$ cat src/rtl/nla_mem_pkg.sv
// Shared definitions for NLA BRAM port logic: read latency, response depth floor,
// default-width request/response structs and a power-of-two helper.
// Ports: none (package).
package nla_mem_pkg;

  // Registered read latency of the no-change BRAM: address cycle -> output register.
  localparam int READ_LATENCY   = 2;
  // Smallest response queue that still sustains one read per cycle.
  localparam int RSP_DEPTH_MIN  = 4;

  localparam int RAM_WIDTH_DFLT  = 32;
  localparam int ADDR_LINES_DFLT = 4;

  typedef struct packed {
    logic                       we;
    logic [ADDR_LINES_DFLT-1:0] addr;
    logic [RAM_WIDTH_DFLT-1:0]  wdata;
  } mem_req_t;

  typedef struct packed {
    logic [RAM_WIDTH_DFLT-1:0] rdata;
  } mem_rsp_t;

  function automatic logic is_pow2(input int n);
    return (n > 0) && ((n & (n - 1)) == 0);
  endfunction

endpackage

$ cat src/rtl/bram_port_initiator_if.sv
// Request/response streams between a BRAM port initiator and its client.
// master: client side (issues requests, consumes responses); slave: initiator side.
// Ports: req_valid/req_ready/req_we/req_addr/req_wdata, rsp_valid/rsp_ready/rsp_rdata, busy.
interface bram_port_initiator_if #(
  parameter int RAM_WIDTH  = 32,
  parameter int ADDR_LINES = 4
);
  logic                  req_valid;
  logic                  req_ready;
  logic                  req_we;
  logic [ADDR_LINES-1:0] req_addr;
  logic [RAM_WIDTH-1:0]  req_wdata;
  logic                  rsp_valid;
  logic                  rsp_ready;
  logic [RAM_WIDTH-1:0]  rsp_rdata;
  logic                  busy;

  modport master (
    output req_valid, req_we, req_addr, req_wdata, rsp_ready,
    input  req_ready, rsp_valid, rsp_rdata, busy
  );

  modport slave (
    input  req_valid, req_we, req_addr, req_wdata, rsp_ready,
    output req_ready, rsp_valid, rsp_rdata, busy
  );
endinterface

$ cat src/rtl/sync_fifo_reg.sv
// Register-based synchronous FIFO, first-word-fall-through, with occupancy count.
// Latency: a push is visible on o_pop_dat/o_empty the cycle after; pop is applied at the clock edge.
// Backpressure: none internally; the caller must never push when full (asserted), pops on empty are ignored.
// Ports: clk_i, rstn (async active-low), i_push/i_push_dat, i_pop, o_pop_dat, o_count, o_empty.
module sync_fifo_reg #(
  parameter int WIDTH = 32,
  parameter int DEPTH = 4,
  localparam int PTR_W = $clog2(DEPTH),
  localparam int CNT_W = PTR_W + 1
) (
  input  logic             clk_i,
  input  logic             rstn,
  input  logic             i_push,
  input  logic [WIDTH-1:0] i_push_dat,
  input  logic             i_pop,
  output logic [WIDTH-1:0] o_pop_dat,
  output logic [CNT_W-1:0] o_count,
  output logic             o_empty
);
  logic [WIDTH-1:0] r_mem [DEPTH];
  logic [PTR_W-1:0] r_wr_ptr;
  logic [PTR_W-1:0] r_rd_ptr;
  logic [CNT_W-1:0] r_count;
  logic             w_full;
  logic             w_pop;

  assign w_full    = (r_count == CNT_W'(DEPTH));
  assign o_empty   = (r_count == '0);
  assign w_pop     = i_pop && !o_empty;
  assign o_count   = r_count;
  assign o_pop_dat = r_mem[r_rd_ptr];

  // Payload storage needs no reset; validity comes from the count.
  always_ff @(posedge clk_i) begin
    if (i_push) begin
      r_mem[r_wr_ptr] <= i_push_dat;
    end
  end

  // Pointers wrap naturally because DEPTH is a power of two.
  always_ff @(posedge clk_i or negedge rstn) begin
    if (!rstn) begin
      r_wr_ptr <= '0;
      r_rd_ptr <= '0;
      r_count  <= '0;
    end else begin
      if (i_push) r_wr_ptr <= r_wr_ptr + 1'b1;
      if (w_pop)  r_rd_ptr <= r_rd_ptr + 1'b1;
      case ({i_push, w_pop})
        2'b10:   r_count <= r_count + 1'b1;
        2'b01:   r_count <= r_count - 1'b1;
        default: r_count <= r_count;
      endcase
    end
  end

  a_no_overflow: assert property (@(posedge clk_i) disable iff (!rstn) !(i_push && w_full));

endmodule

$ cat src/rtl/bram_port_initiator.sv
// Initiator for one port of a no-change true dual-port BRAM: turns a valid/ready request stream into
// BRAM pin activity and returns read data in order. Latency: read accept -> rsp_valid is 3 cycles.
// Backpressure: requests are credited against reads in flight plus queued responses (RSP_DEPTH total).
// Ports: clk_i, rstn, s_if (slave modport: req/rsp streams + busy),
//        bram_en/we/addr/din/regce/rstn to the BRAM, bram_dout from it.
module bram_port_initiator
  import nla_mem_pkg::*;
#(
  parameter int RAM_WIDTH  = 32,
  parameter int ADDR_LINES = 4,
  parameter int RSP_DEPTH  = 4
) (
  input  logic                  clk_i,
  input  logic                  rstn,
  bram_port_initiator_if.slave  s_if,
  output logic                  bram_en,
  output logic                  bram_we,
  output logic [ADDR_LINES-1:0] bram_addr,
  output logic [RAM_WIDTH-1:0]  bram_din,
  output logic                  bram_regce,
  output logic                  bram_rstn,
  input  logic [RAM_WIDTH-1:0]  bram_dout
);
  localparam int CNT_W = $clog2(RSP_DEPTH) + 1;
  localparam int SUM_W = CNT_W + 1;

  typedef struct packed {
    logic                  we;
    logic [ADDR_LINES-1:0] addr;
    logic [RAM_WIDTH-1:0]  wdata;
  } req_w_t;

  req_w_t                  w_req;
  logic                    w_req_rdy;
  logic                    w_req_acc;
  logic                    w_rd_acc;
  logic [SUM_W-1:0]        w_credit_used;
  logic                    w_fifo_push;
  logic                    w_fifo_pop;
  logic                    w_fifo_empty;
  logic [CNT_W-1:0]        w_fifo_cnt;
  logic [RAM_WIDTH-1:0]    w_fifo_dat;
  // Bit 0 = read issued last cycle (p1), bit READ_LATENCY-1 = data on bram_dout now (p2).
  logic [READ_LATENCY-1:0] r_rd_pipe;

  assign w_req = '{we: s_if.req_we, addr: s_if.req_addr, wdata: s_if.req_wdata};

  // Every in-flight read already owns a FIFO slot, so credit counts pipeline + queue.
  // Only registered state is used: a pop this cycle frees its slot next cycle.
  always_comb begin
    w_credit_used = SUM_W'(w_fifo_cnt);
    for (int i = 0; i < READ_LATENCY; i++) begin
      w_credit_used = w_credit_used + SUM_W'(r_rd_pipe[i]);
    end
  end

  // Gated by rstn so nothing reaches the BRAM while reset is held.
  assign w_req_rdy = rstn && (w_credit_used < SUM_W'(RSP_DEPTH));
  assign w_req_acc = s_if.req_valid && w_req_rdy;
  assign w_rd_acc  = w_req_acc && !w_req.we;

  assign s_if.req_ready = w_req_rdy;
  assign bram_en        = w_req_acc;
  assign bram_we        = w_req.we;
  assign bram_addr      = w_req.addr;
  assign bram_din       = w_req.wdata;
  assign bram_rstn      = rstn;

  always_ff @(posedge clk_i or negedge rstn) begin
    if (!rstn) begin
      r_rd_pipe <= '0;
    end else begin
      r_rd_pipe <= {r_rd_pipe[READ_LATENCY-2:0], w_rd_acc};
    end
  end

  // Output register captures the array latch one cycle after the read address.
  assign bram_regce  = r_rd_pipe[0];
  assign w_fifo_push = r_rd_pipe[READ_LATENCY-1];
  assign w_fifo_pop  = s_if.rsp_valid && s_if.rsp_ready;

  sync_fifo_reg #(
    .WIDTH (RAM_WIDTH),
    .DEPTH (RSP_DEPTH)
  ) u_rsp_fifo (
    .clk_i      (clk_i),
    .rstn       (rstn),
    .i_push     (w_fifo_push),
    .i_push_dat (bram_dout),
    .i_pop      (w_fifo_pop),
    .o_pop_dat  (w_fifo_dat),
    .o_count    (w_fifo_cnt),
    .o_empty    (w_fifo_empty)
  );

  assign s_if.rsp_valid = !w_fifo_empty;
  assign s_if.rsp_rdata = w_fifo_dat;
  assign s_if.busy      = (|r_rd_pipe) || (w_fifo_cnt != '0);

  a_depth_ok: assert property (@(posedge clk_i)
    is_pow2(RSP_DEPTH) && (RSP_DEPTH >= RSP_DEPTH_MIN));

  a_rsp_stable: assert property (@(posedge clk_i) disable iff (!rstn)
    (s_if.rsp_valid && !s_if.rsp_ready) |=> (s_if.rsp_valid && $stable(s_if.rsp_rdata)));

endmodule

$ cat src/flat_wrapper.sv
// flat-port wrapper written by rule: the top's interface ports become plain ports
module bram_port_initiator_flat import nla_mem_pkg::*;
#(
  parameter int RAM_WIDTH  = 32,
  parameter int ADDR_LINES = 4,
  parameter int RSP_DEPTH  = 4
)
  (clk_i, rstn, bram_en, bram_we, bram_addr, bram_din, bram_regce, bram_rstn, bram_dout, s_if_req_valid, s_if_req_we, s_if_req_addr, s_if_req_wdata, s_if_rsp_ready, s_if_req_ready, s_if_rsp_valid, s_if_rsp_rdata, s_if_busy);
  bram_port_initiator_if #(.RAM_WIDTH(RAM_WIDTH), .ADDR_LINES(ADDR_LINES)) s_if_i ();
  input  logic clk_i;
  input  logic rstn;
  output logic bram_en;
  output logic bram_we;
  output logic [ADDR_LINES-1:0] bram_addr;
  output logic [RAM_WIDTH-1:0] bram_din;
  output logic bram_regce;
  output logic bram_rstn;
  input  logic [RAM_WIDTH-1:0] bram_dout;
  input wire logic [$bits(s_if_i.req_valid)-1:0] s_if_req_valid;
  input wire logic [$bits(s_if_i.req_we)-1:0] s_if_req_we;
  input wire logic [$bits(s_if_i.req_addr)-1:0] s_if_req_addr;
  input wire logic [$bits(s_if_i.req_wdata)-1:0] s_if_req_wdata;
  input wire logic [$bits(s_if_i.rsp_ready)-1:0] s_if_rsp_ready;
  output wire logic [$bits(s_if_i.req_ready)-1:0] s_if_req_ready;
  output wire logic [$bits(s_if_i.rsp_valid)-1:0] s_if_rsp_valid;
  output wire logic [$bits(s_if_i.rsp_rdata)-1:0] s_if_rsp_rdata;
  output wire logic [$bits(s_if_i.busy)-1:0] s_if_busy;
  assign s_if_i.req_valid = s_if_req_valid;
  assign s_if_i.req_we = s_if_req_we;
  assign s_if_i.req_addr = s_if_req_addr;
  assign s_if_i.req_wdata = s_if_req_wdata;
  assign s_if_i.rsp_ready = s_if_rsp_ready;
  assign s_if_req_ready = s_if_i.req_ready;
  assign s_if_rsp_valid = s_if_i.rsp_valid;
  assign s_if_rsp_rdata = s_if_i.rsp_rdata;
  assign s_if_busy = s_if_i.busy;
  bram_port_initiator #(.RAM_WIDTH(RAM_WIDTH), .ADDR_LINES(ADDR_LINES), .RSP_DEPTH(RSP_DEPTH)) u_core (.clk_i(clk_i), .rstn(rstn), .s_if(s_if_i), .bram_en(bram_en), .bram_we(bram_we), .bram_addr(bram_addr), .bram_din(bram_din), .bram_regce(bram_regce), .bram_rstn(bram_rstn), .bram_dout(bram_dout));
endmodule
$ cat config.mk
export PLATFORM = sky130hd
export DESIGN_NAME = bram_port_initiator_flat
export DESIGN_NICKNAME = d
export VERILOG_FILES = /design/src/rtl/nla_mem_pkg.sv /design/src/rtl/bram_port_initiator_if.sv /design/src/rtl/sync_fifo_reg.sv /design/src/rtl/bram_port_initiator.sv /design/src/flat_wrapper.sv
export SDC_FILE = /design/constraint.sdc
export NUM_CORES = 1
export LEC_CHECK = 0
export CORE_AREA = 2 2 136 85
export DETAILED_ROUTE_END_ITERATION = 8
export DIE_AREA = 0 0 138 87
export GPL_TIMING_DRIVEN = 0
export PLACE_DENSITY = 0.84
export SLEW_MARGIN = 20
export SYNTH_ARGS = -nofsm -noshare
export SYNTH_HDL_FRONTEND = slang
export SYNTH_SLANG_ARGS = --single-unit
$ cat constraint.sdc
create_clock -name clk_i -period 3.6 [get_ports clk_i]
set_input_delay 0.72 -clock clk_i [delete_from_list [all_inputs] [get_ports clk_i]]
set_output_delay 0.72 -clock clk_i [all_outputs]
set_load 0.02 [all_outputs]
==> out/qor.yml <==
status: "finished clean"
r2r_end: "u_core.u_rsp_fifo.o_count[2]"
required_ns: 2.88
syn_area_sq_um: 5460
synthTopCellsByArea: "edfxtp_1, mux4_2, buf_4"
cts.sinks: 137
fin_worst_skew_ns: 0.0135
postCtsHoldBufs: 0
avgSynthCellArea_sq_um: 21.7
drv_cap: 0
synthXorXnorAreaFrac: 0.00962
worstSkewPairLatency_ns: 0.41
drive_gt1_frac: 0.283
wl_met2_um: 5430
intPower_mw: 3.80
grt-ovfl-total: 0
async_flop_share: 0.0657
p_comb_frac: 0.328
route.met3.wl_um: 521
setup_violations: 0
rr_startpoint: "u_core.u_rsp_fifo.o_count[0]"
synth_fp_nets: 332
layout.cells.non_filler: 543
critPathMaxFanout: 11
syn2layout_area_growth_pct: 36.5
max_stage_delay_ns: 0.76
synth_edf_count: 128
yosys.area_share.simple: 0.0140
fp.coreArea_sq_um: 10900
cp_cell_sequence: "clkdlybuf4s50_1 -> o211a_1 -> and2_1 -> clkdlybuf4s50_1"
hp-class: "register to register"
whs_ns: 0.431
cts_setup_buffers: 0
drtIter0Drc: 136
num_rows: 30
p_switching_mw: 1.53
crit_arrival_ns: 2.51
ys_types: 25
slew_viol_final: 0
syn_inst: 252
cts.path.max_buffers: 2
ant_nets: 0
vias: 2722
ys_seq_area_frac: 0.745
cts_resized: 0
slowest_stage: "clkdlybuf4s50_1"
num-nets-final: 466
synth_compound_area_frac: 0.00366
endpoint_kind: "output port"
synth_top_family_by_area: "multiplexers"
cp-start-kind: "input port"
ys_warn_count: 0
rrSetupSlack_ns: 1.68
grt_max_degree: 20
tightest_slew_ns: 0.517
wl_um: 10400
swShare: 0.287
dp.cells: 511
p_per_area_nw_per_um2: 715
wl_per_cell_um: 19.1
ys_ff_latch: 137
synth_top_flop_cell: "edfxtp_1"
min_to: "u_core.r_rd_pipe[1]"
cpMostUsedCell: "clkdlybuf4s50_1"
grt.total_usage: 0.184
slew_headroom: 0.655
grt_pass1_wl_um: 16100
vias_per_cell: 5.01
clk_pin_slew_ns: 0.06
min-delay-start: "u_core.r_rd_pipe[0]"
grt_pass1_vias: 2924
chipHeight_um: 87
period_minus_slack_ns: 3.23
synth.area.mux_share: 0.136
clock-root-buffer: "clkbuf_16"
total_power_mw: 5.33
dieWidth_um: 138
ios: 148
wl_met1_um: 4370
start_util: 0.502
antenna_found_initial: 0
hold_depth: 0
crit_type: "input port to output port"
drc: 0
rsz0062_at_grt: "false"
cts_tree: "yes"
synth.top_cell.area_share: 0.703
port_buffers: 111
yosysMostFrequentCell: "edfxtp_1"
numCtsBuffers: 17
drt_first_pass_iters: 4
yosysTopAreaCell: "edfxtp_1"
max_freq_ghz: 0.309
rr_worst_depth: 8
pwr-share-seq: 0.354
dieArea_sq_um: 12000
p_leak_nw: 2.62
finalHoldViolations: 0
gp_congestion: 0.725
nFillCells: 702
antenna_cells: 0
synthAdderAreaFrac: 0.0174
peakVddDrop_v: 0.000569
clkPwrFrac: 0.317
synth.top_cells.by_count: "edfxtp_1, buf_4, mux4_2"
period_share: 0.898
setup_tns_ns: 0
dpl.hpwl_um: 6990
routed.top_layer: "met4"
htreeDepth: 4
kinds of logic after synthesis:
family	count (synthesis)
AO/OA/AOI/OAI	3
XOR/XNOR	6
adder cells (fa/ha/maj)	7
buffers and inverters	54
flip-flops	137
multiplexers	33
AND/OR/NAND/NOR	12
routing by layer:
layer  up-vias  global-route usage
met1      1404               0.237
met4         0              0.0529
li1       1231                   -
met3         5              0.0627
met2        82               0.305
met5         -                   0
stage by stage:
stage               instance area, sq um   util  worst slack, ns
floorplan                           5460      -             1.58
global placement                    6760  0.621            0.384
detailed placement                  6870  0.631            0.331
CTS                                 7460  0.685            0.331
global route                        7460  0.685            0.216
finish                              7460  0.685            0.368
layout make-up:
type / count / area (sq um) / share of cell area
Tap cell: 144 / 180 / 0.0242
Clock buffer: 17 / 425 / 0.0570
Inverter: 7 / 26.3 / 0.00352
Clock inverter: 15 / 164 / 0.0220
Multi-Input combinational cell: 61 / 995 / 0.133
Timing Repair Buffer: 115 / 1220 / 0.164
Buffer: 47 / 379 / 0.0508
Sequential cell: 137 / 4070 / 0.545
worst max-delay path by stage:
stage                                 start      end  slack, ns  cells past startpoint
2_1_floorplan  u_core.u_rsp_fifo.o_count[0]  bram_en       1.58                      4
3_3_place_gp                           rstn  bram_en       0.38                      4
3_5_place_dp                           rstn  bram_en       0.33                      4
4_1_cts                                rstn  bram_en       0.33                      4
5_1_grt                                rstn  bram_en       0.22                      4
6_report                               rstn  bram_en       0.37                      4
critical path, delay by kind of cell:
kind	cells	cell delay, ns
compound gates	1	0.28
simple gates	1	0.14
buf+inv	2	1.36
flip-flops by register name, indices dropped and copies added (netlist names):
| signal | cells |
|---|---|
| u_core.r_rd_pipe | 2 |
| u_core.u_rsp_fifo.o_count | 3 |
| u_core.u_rsp_fifo.r_mem | 128 |
| u_core.u_rsp_fifo.r_rd_ptr | 2 |
| u_core.u_rsp_fifo.r_wr_ptr | 2 |
placed cells by master, fill, tap and decap left out, types with 4 or more instances in the layout:
master / count
mux4_1: 4
buf_4: 38
inv_1: 7
inv_6: 5
clkbuf_16: 17
edfxtp_1: 128
ha_1: 6
mux4_2: 28
clkdlybuf4s50_1: 111
and2_2: 4
buf_16: 4
dfrtp_1: 9
clkinvlp_4: 6
power groups by stage:
stage	registers [mW]	clock network (mW)	logic (mW)
after detailed placement	1.92	0	1.77
after floorplan	1.91	0	1.09
after global routing	1.89	1.79	1.86
after CTS	1.89	1.73	1.78
after global placement	1.92	0	1.71
final	1.89	1.69	1.75
(Power assumes the default switching activity.)
==> patch 1: new RTL, config.mk and constraints unchanged <==
`ADDR_LINES` is set to 4 in 3 places; all go to 5.
--- a/src/rtl/bram_port_initiator_if.sv
+++ b/src/rtl/bram_port_initiator_if.sv
@@ -4,5 +4,5 @@
 interface bram_port_initiator_if #(
   parameter int RAM_WIDTH  = 32,
-  parameter int ADDR_LINES = 4
+  parameter int ADDR_LINES = 5
 );
   logic                  req_valid;
--- a/src/rtl/bram_port_initiator.sv
+++ b/src/rtl/bram_port_initiator.sv
@@ -8,5 +8,5 @@
 #(
   parameter int RAM_WIDTH  = 32,
-  parameter int ADDR_LINES = 4,
+  parameter int ADDR_LINES = 5,
   parameter int RSP_DEPTH  = 4
 ) (
--- a/src/flat_wrapper.sv
+++ b/src/flat_wrapper.sv
@@ -3,5 +3,5 @@
 #(
   parameter int RAM_WIDTH  = 32,
-  parameter int ADDR_LINES = 4,
+  parameter int ADDR_LINES = 5,
   parameter int RSP_DEPTH  = 4
 )
Ports: changed (resized bram_addr and s_if_req_addr); port bits go from 148 to 150. The function was not compared with the original's and may differ.
==> patch 1 against the unedited design <==
- area after synthesis increased by 0.14%
- fmax decreased by 0.14%
- hold slack got worse by 8.6 ps
- wire length decreased by 5.3%
- core utilization about the same
- sequential cell count unchanged
- design area about the same
- clock skew decreased by 5.8 ps
- worst setup slack got worse by 4.5 ps
- via count decreased by 0.44%
- power decreased by 0.89%
- critical endpoint unchanged
==> patch 1: results (changes against the unedited design) <==
| Metric | Value |
|---|---|
| Result of the run | completed (unchanged) |
| Fraction of final layout cells sized beyond drive strength 1 | 28.4% (was 28.3%) |
| Final Worst Setup Slack | 364 ps (was 368 ps) |
| Syn nets | 334 (was 332) |
| Wire length of the first global-routing pass | 15100 µm (was 16100 µm) |
| Leakage power summed over all cells | 2.64 nW (was 2.62 nW) |
| Post-Synth Adder-Cell Area | 1.74% (about the same) |
| Number of buffers added on ports | 112 (was 111) |
| Worst ir drop on vdd | 501 µV (was 569 µV) |
| Violation count after the first detailed-route iteration | 191 (was 136) |
| Xor and xnor fraction of the mapped netlist area | 0.960% (was 0.962%) |
| Area fraction in compound gates after synthesis | 0.366% (about the same) |
| Post-Place Worst Slack | 360 ps (was 331 ps) |
| Cell count after synthesis | 253 (was 252) |
| Placed cell area | 6890 µm² (was 6870 µm²) |
| Pin count of the biggest net entering global routing | 22 (was 20) |
| Final standard cell count with taps included and fillers excluded | 545 (was 543) |
| Total number of nets in the final design | 469 (was 466) |
| Final-report setup violation count | 0 (unchanged) |
| Tightest hold margin | 423 ps (was 431 ps) |
| Worst path arrival time | 2520 ps (was 2510 ps) |
| Clock Tree Buf Depth | 2 (unchanged) |
| Vias in the first global route | 2815 (was 2924) |
| First element of the critical path | rstn (unchanged) |
| Worst-Margin Slew | 513 ps (was 517 ps) |
| Inserted Clock Buffers | 17 (unchanged) |
| Commonest cells in the synthesized netlist | sky130_fd_sc_hd__edfxtp_1, sky130_fd_sc_hd__buf_4, sky130_fd_sc_hd__mux4_2 (unchanged) |
| Multiplexer area fraction after synthesis | 13.6% (about the same) |
| Internal reg-to-reg setup slack | 1660 ps (was 1680 ps) |
| Post-DR wirelength/cell | 18.0 µm (was 19.1 µm) |
| Via total after detailed routing | 2710 (was 2722) |
| Estimated wirelength of the detail-placed design | 6550 µm (was 6990 µm) |
| Cell types occupying the most area after synthesis | sky130_fd_sc_hd__edfxtp_1, sky130_fd_sc_hd__mux4_2, sky130_fd_sc_hd__buf_4 (unchanged) |
| # H-tree levels | 4 (unchanged) |
| Core area | 10900 µm² (unchanged) |
| Worst Skew | 7.70 ps (was 13.5 ps) |
| Overall global routing resource usage | 17.2% (was 18.4%) |
| Cell total after placement | 513 (was 511) |
| Fraction of the yosys area taken by sequential cells | 74.4% (was 74.5%) |
==> patch 1: cell count changes after synthesis, sizes merged <==
cell  delta
buf      +1
==> patch 1: per-layer routing <==
metal  part of all wire (%)  up-vias  wire length (µm)  global-route usage (%)
li1                       -     1235                 -                       -
met1                     44     1387              4350                    21.4
met2                     49       82              4780                    27.8
met3                    6.2        6               607                    6.76
met4                   0.74        0                73                    6.68
met5                      0        -                 0                       0
==> patch 1: report_power, final <==
part | switching, mW | internal (mW) | leakage, nW
registers | 0.0432 | 1.85 | 1.26
logic | 0.813 | 0.923 | 1.10
clock network | 0.638 | 1.02 | 0.277
total | 1.49 | 3.79 | 2.64
==> patch 1: cell families after synthesis <==
group / after synthesis
buffers and inverters: 55
AO/OA/AOI/OAI: 3
XOR/XNOR: 6
AND/OR/NAND/NOR: 12
adder cells (fa/ha/maj): 7
multiplexers: 33
flip-flops: 137
==> patch 1: area by class of cell <==
type	count	area, µm²
buffer	48	387
clock buffer	18	429
clock inverter	14	146
fill	692	3420
inverter	7	26.3
multi-input combinational	61	995
sequential	137	4070
tap	144	180
timing repair buffer	116	1230
==> patch 1: critical path: stages <==
cell                              delay [ps]
sky130_fd_sc_hd__clkdlybuf4s50_1         790
sky130_fd_sc_hd__o211a_1                 270
sky130_fd_sc_hd__and2_1                  130
sky130_fd_sc_hd__clkdlybuf4s50_1         590
==> patch 2: new RTL, config.mk and constraints unchanged <==
Made on the original files. Reset style: synchronous (`rstn`), changed in 2 clocked blocks. Comments in the files are not updated.
--- a/src/rtl/sync_fifo_reg.sv
+++ b/src/rtl/sync_fifo_reg.sv
@@ -39,5 +39,5 @@
 
   // Pointers wrap naturally because DEPTH is a power of two.
-  always_ff @(posedge clk_i or negedge rstn) begin
+  always_ff @(posedge clk_i) begin
     if (!rstn) begin
       r_wr_ptr <= '0;
--- a/src/rtl/bram_port_initiator.sv
+++ b/src/rtl/bram_port_initiator.sv
@@ -67,5 +67,5 @@
   assign bram_rstn      = rstn;
 
-  always_ff @(posedge clk_i or negedge rstn) begin
+  always_ff @(posedge clk_i) begin
     if (!rstn) begin
       r_rd_pipe <= '0;
Check against the original RTL: differs if rstn is asserted again (counterexample within 4 cycles, from zero or initial values and one cycle with rstn low); with rstn held inactive, the same outputs for 10 cycles.
==> patch 2 against the unedited design <==
- register-to-register slack improved by 70 ps
- first-iteration DRC count increased by 1.5%
- wire length down 0.60%
- count of clock-buffer cells in the layout rose by 1
- area after synthesis rose by 0.92%
- hold slack better by 79 ps
- cell count up 1.7%
- sequential cell count is 2 higher
- worst setup slack better by 37 ps
- design area grew 1.4%
Power is not compared: it rests on default switching activity, and its combinational part moved more than twofold at a synthesized area within 25%.
==> patch 2: results (changes against the unedited design) <==
| Metric | Value |
|---|---|
| Hold path startpoint | u_core.r_rd_pipe[0] (unchanged) |
| Max incr delay on CP | 680 ps (was 760 ps) |
| Fraction of the yosys area taken by sequential cells | 73.7% (was 74.5%) |
| Total number of nets in the final design | 475 (was 466) |
| Number of distinct standard cells referenced by the synthesized netlist | 29 (was 25) |
| Fill cell total of the finished layout | 689 (was 702) |
| GRT met1 Usage | 22.8% (was 23.7%) |
| Fraction of registers with async set or reset after synthesis | 0% (was 6.57%) |
| Min-Delay Path Depth | 1 (was 0) |
| Placed cell area | 6920 µm² (was 6870 µm²) |
| GR Layer Usage met3 | 7.04% (was 6.27%) |
| Sum of routed wire segments on met1 | 4440 µm (was 4370 µm) |
| FF-to-FF End | u_core.u_rsp_fifo.o_count[2] (unchanged) |
| Post-CTS clock slew at the launch and capture registers of the worst setup and hold paths | 60 ps (about the same) |
| Tightest hold margin | 510 ps (was 431 ps) |
| Cell total after placement | 520 (was 511) |
| Commonest cells in the synthesized netlist | sky130_fd_sc_hd__edfxtp_1, sky130_fd_sc_hd__buf_4, sky130_fd_sc_hd__mux4_2 (unchanged) |
| Number of buffers inserted to repair setup after CTS | 0 (unchanged) |
| Worst reg-to-reg path cell count | 7 (was 8) |
| Worst Skew | 7.88 ps (was 13.5 ps) |
| CP max-delay cell | sky130_fd_sc_hd__clkdlybuf4s50_1 (unchanged) |
| Pin count of the biggest net entering global routing | 22 (was 20) |
| Worst min-delay path endpoint | u_core.r_rd_pipe[1] (unchanged) |
| Overall global routing resource usage | 17.7% (was 18.4%) |
| Wire length of the first global-routing pass | 15600 µm (was 16100 µm) |
| Result of the run | completed (unchanged) |
| Cell types occupying the most area after synthesis | sky130_fd_sc_hd__edfxtp_1, sky130_fd_sc_hd__mux4_2, sky130_fd_sc_hd__buf_4 (unchanged) |
| WL final | 10300 µm (was 10400 µm) |
| Cell count after synthesis | 261 (was 252) |
| Amount of wire on met2 after detailed routing | 5170 µm (was 5430 µm) |
| Routed length on met3 | 641 µm (was 521 µm) |
| Syn nets | 341 (was 332) |
| Power group with the highest consumption | clock |
| Fraction of final layout cells sized beyond drive strength 1 | 28.2% (was 28.3%) |
| Maximum fanout encountered on the critical timing path | 11 (unchanged) |
| Worst reg2reg startpoint | u_core.u_rsp_fifo.o_count[0] (unchanged) |
| Leakage power summed over all cells | around 2.6 nW |
| Post-Place Worst Slack | 421 ps (was 331 ps) |
| Violation count after the first detailed-route iteration | 138 (was 136) |
| Vias in the first global route | 3006 (was 2924) |
| Area Overhead vs Synth | 37.2% (was 36.5%) |
| Met2 Use GR | 29.3% (was 30.5%) |
| Final standard cell count with taps included and fillers excluded | 552 (was 543) |
| Internal reg-to-reg setup slack | 1750 ps (was 1680 ps) |
| Via total after detailed routing | 2804 (was 2722) |
| Estimated wirelength of the detail-placed design | 6770 µm (was 6990 µm) |
| Gpl congestion | 0.703 (was 0.725) |
| Internal power | 3.35 mW |
| Worst-Margin Slew | 508 ps (was 517 ps) |
| Worst path arrival time | 2480 ps (was 2510 ps) |
| TritonRoute pass-1 iters | 5 (was 4) |
-- patch 2: final cells by class --
| type | instances | share of cell area (%) |
|---|---|---|
| buffer | 46 | 4.96 |
| clock buffer | 18 | 5.67 |
| clock inverter | 14 | 2.88 |
| inverter | 6 | 0.298 |
| multi-input combinational | 70 | 14.0 |
| sequential | 139 | 53.7 |
| tap | 144 | 2.38 |
| timing repair buffer | 115 | 16.1 |
-- patch 2: how the worst max path moves through the flow --
stage	to	slack, ps	cells after the start
after floorplan	bram_en	1350	4
after global placement	bram_en	410	5
after detailed placement	bram_en	420	5
after CTS	bram_en	370	5
after global routing	bram_en	290	5
final	bram_en	400	5
-- patch 2: logic make-up after synthesis --
kind of cell / after synthesis / synth area share, %
DFF: 139 / 73.7
buffers and inverters: 52 / 7.22
muxes: 33 / 13.4
and+or+nand+nor: 18 / 2.13
AOI/OAI and AO/OA: 7 / 1.04
adders and majority gates: 7 / 1.72
xor gates and xnor gates: 5 / 0.794
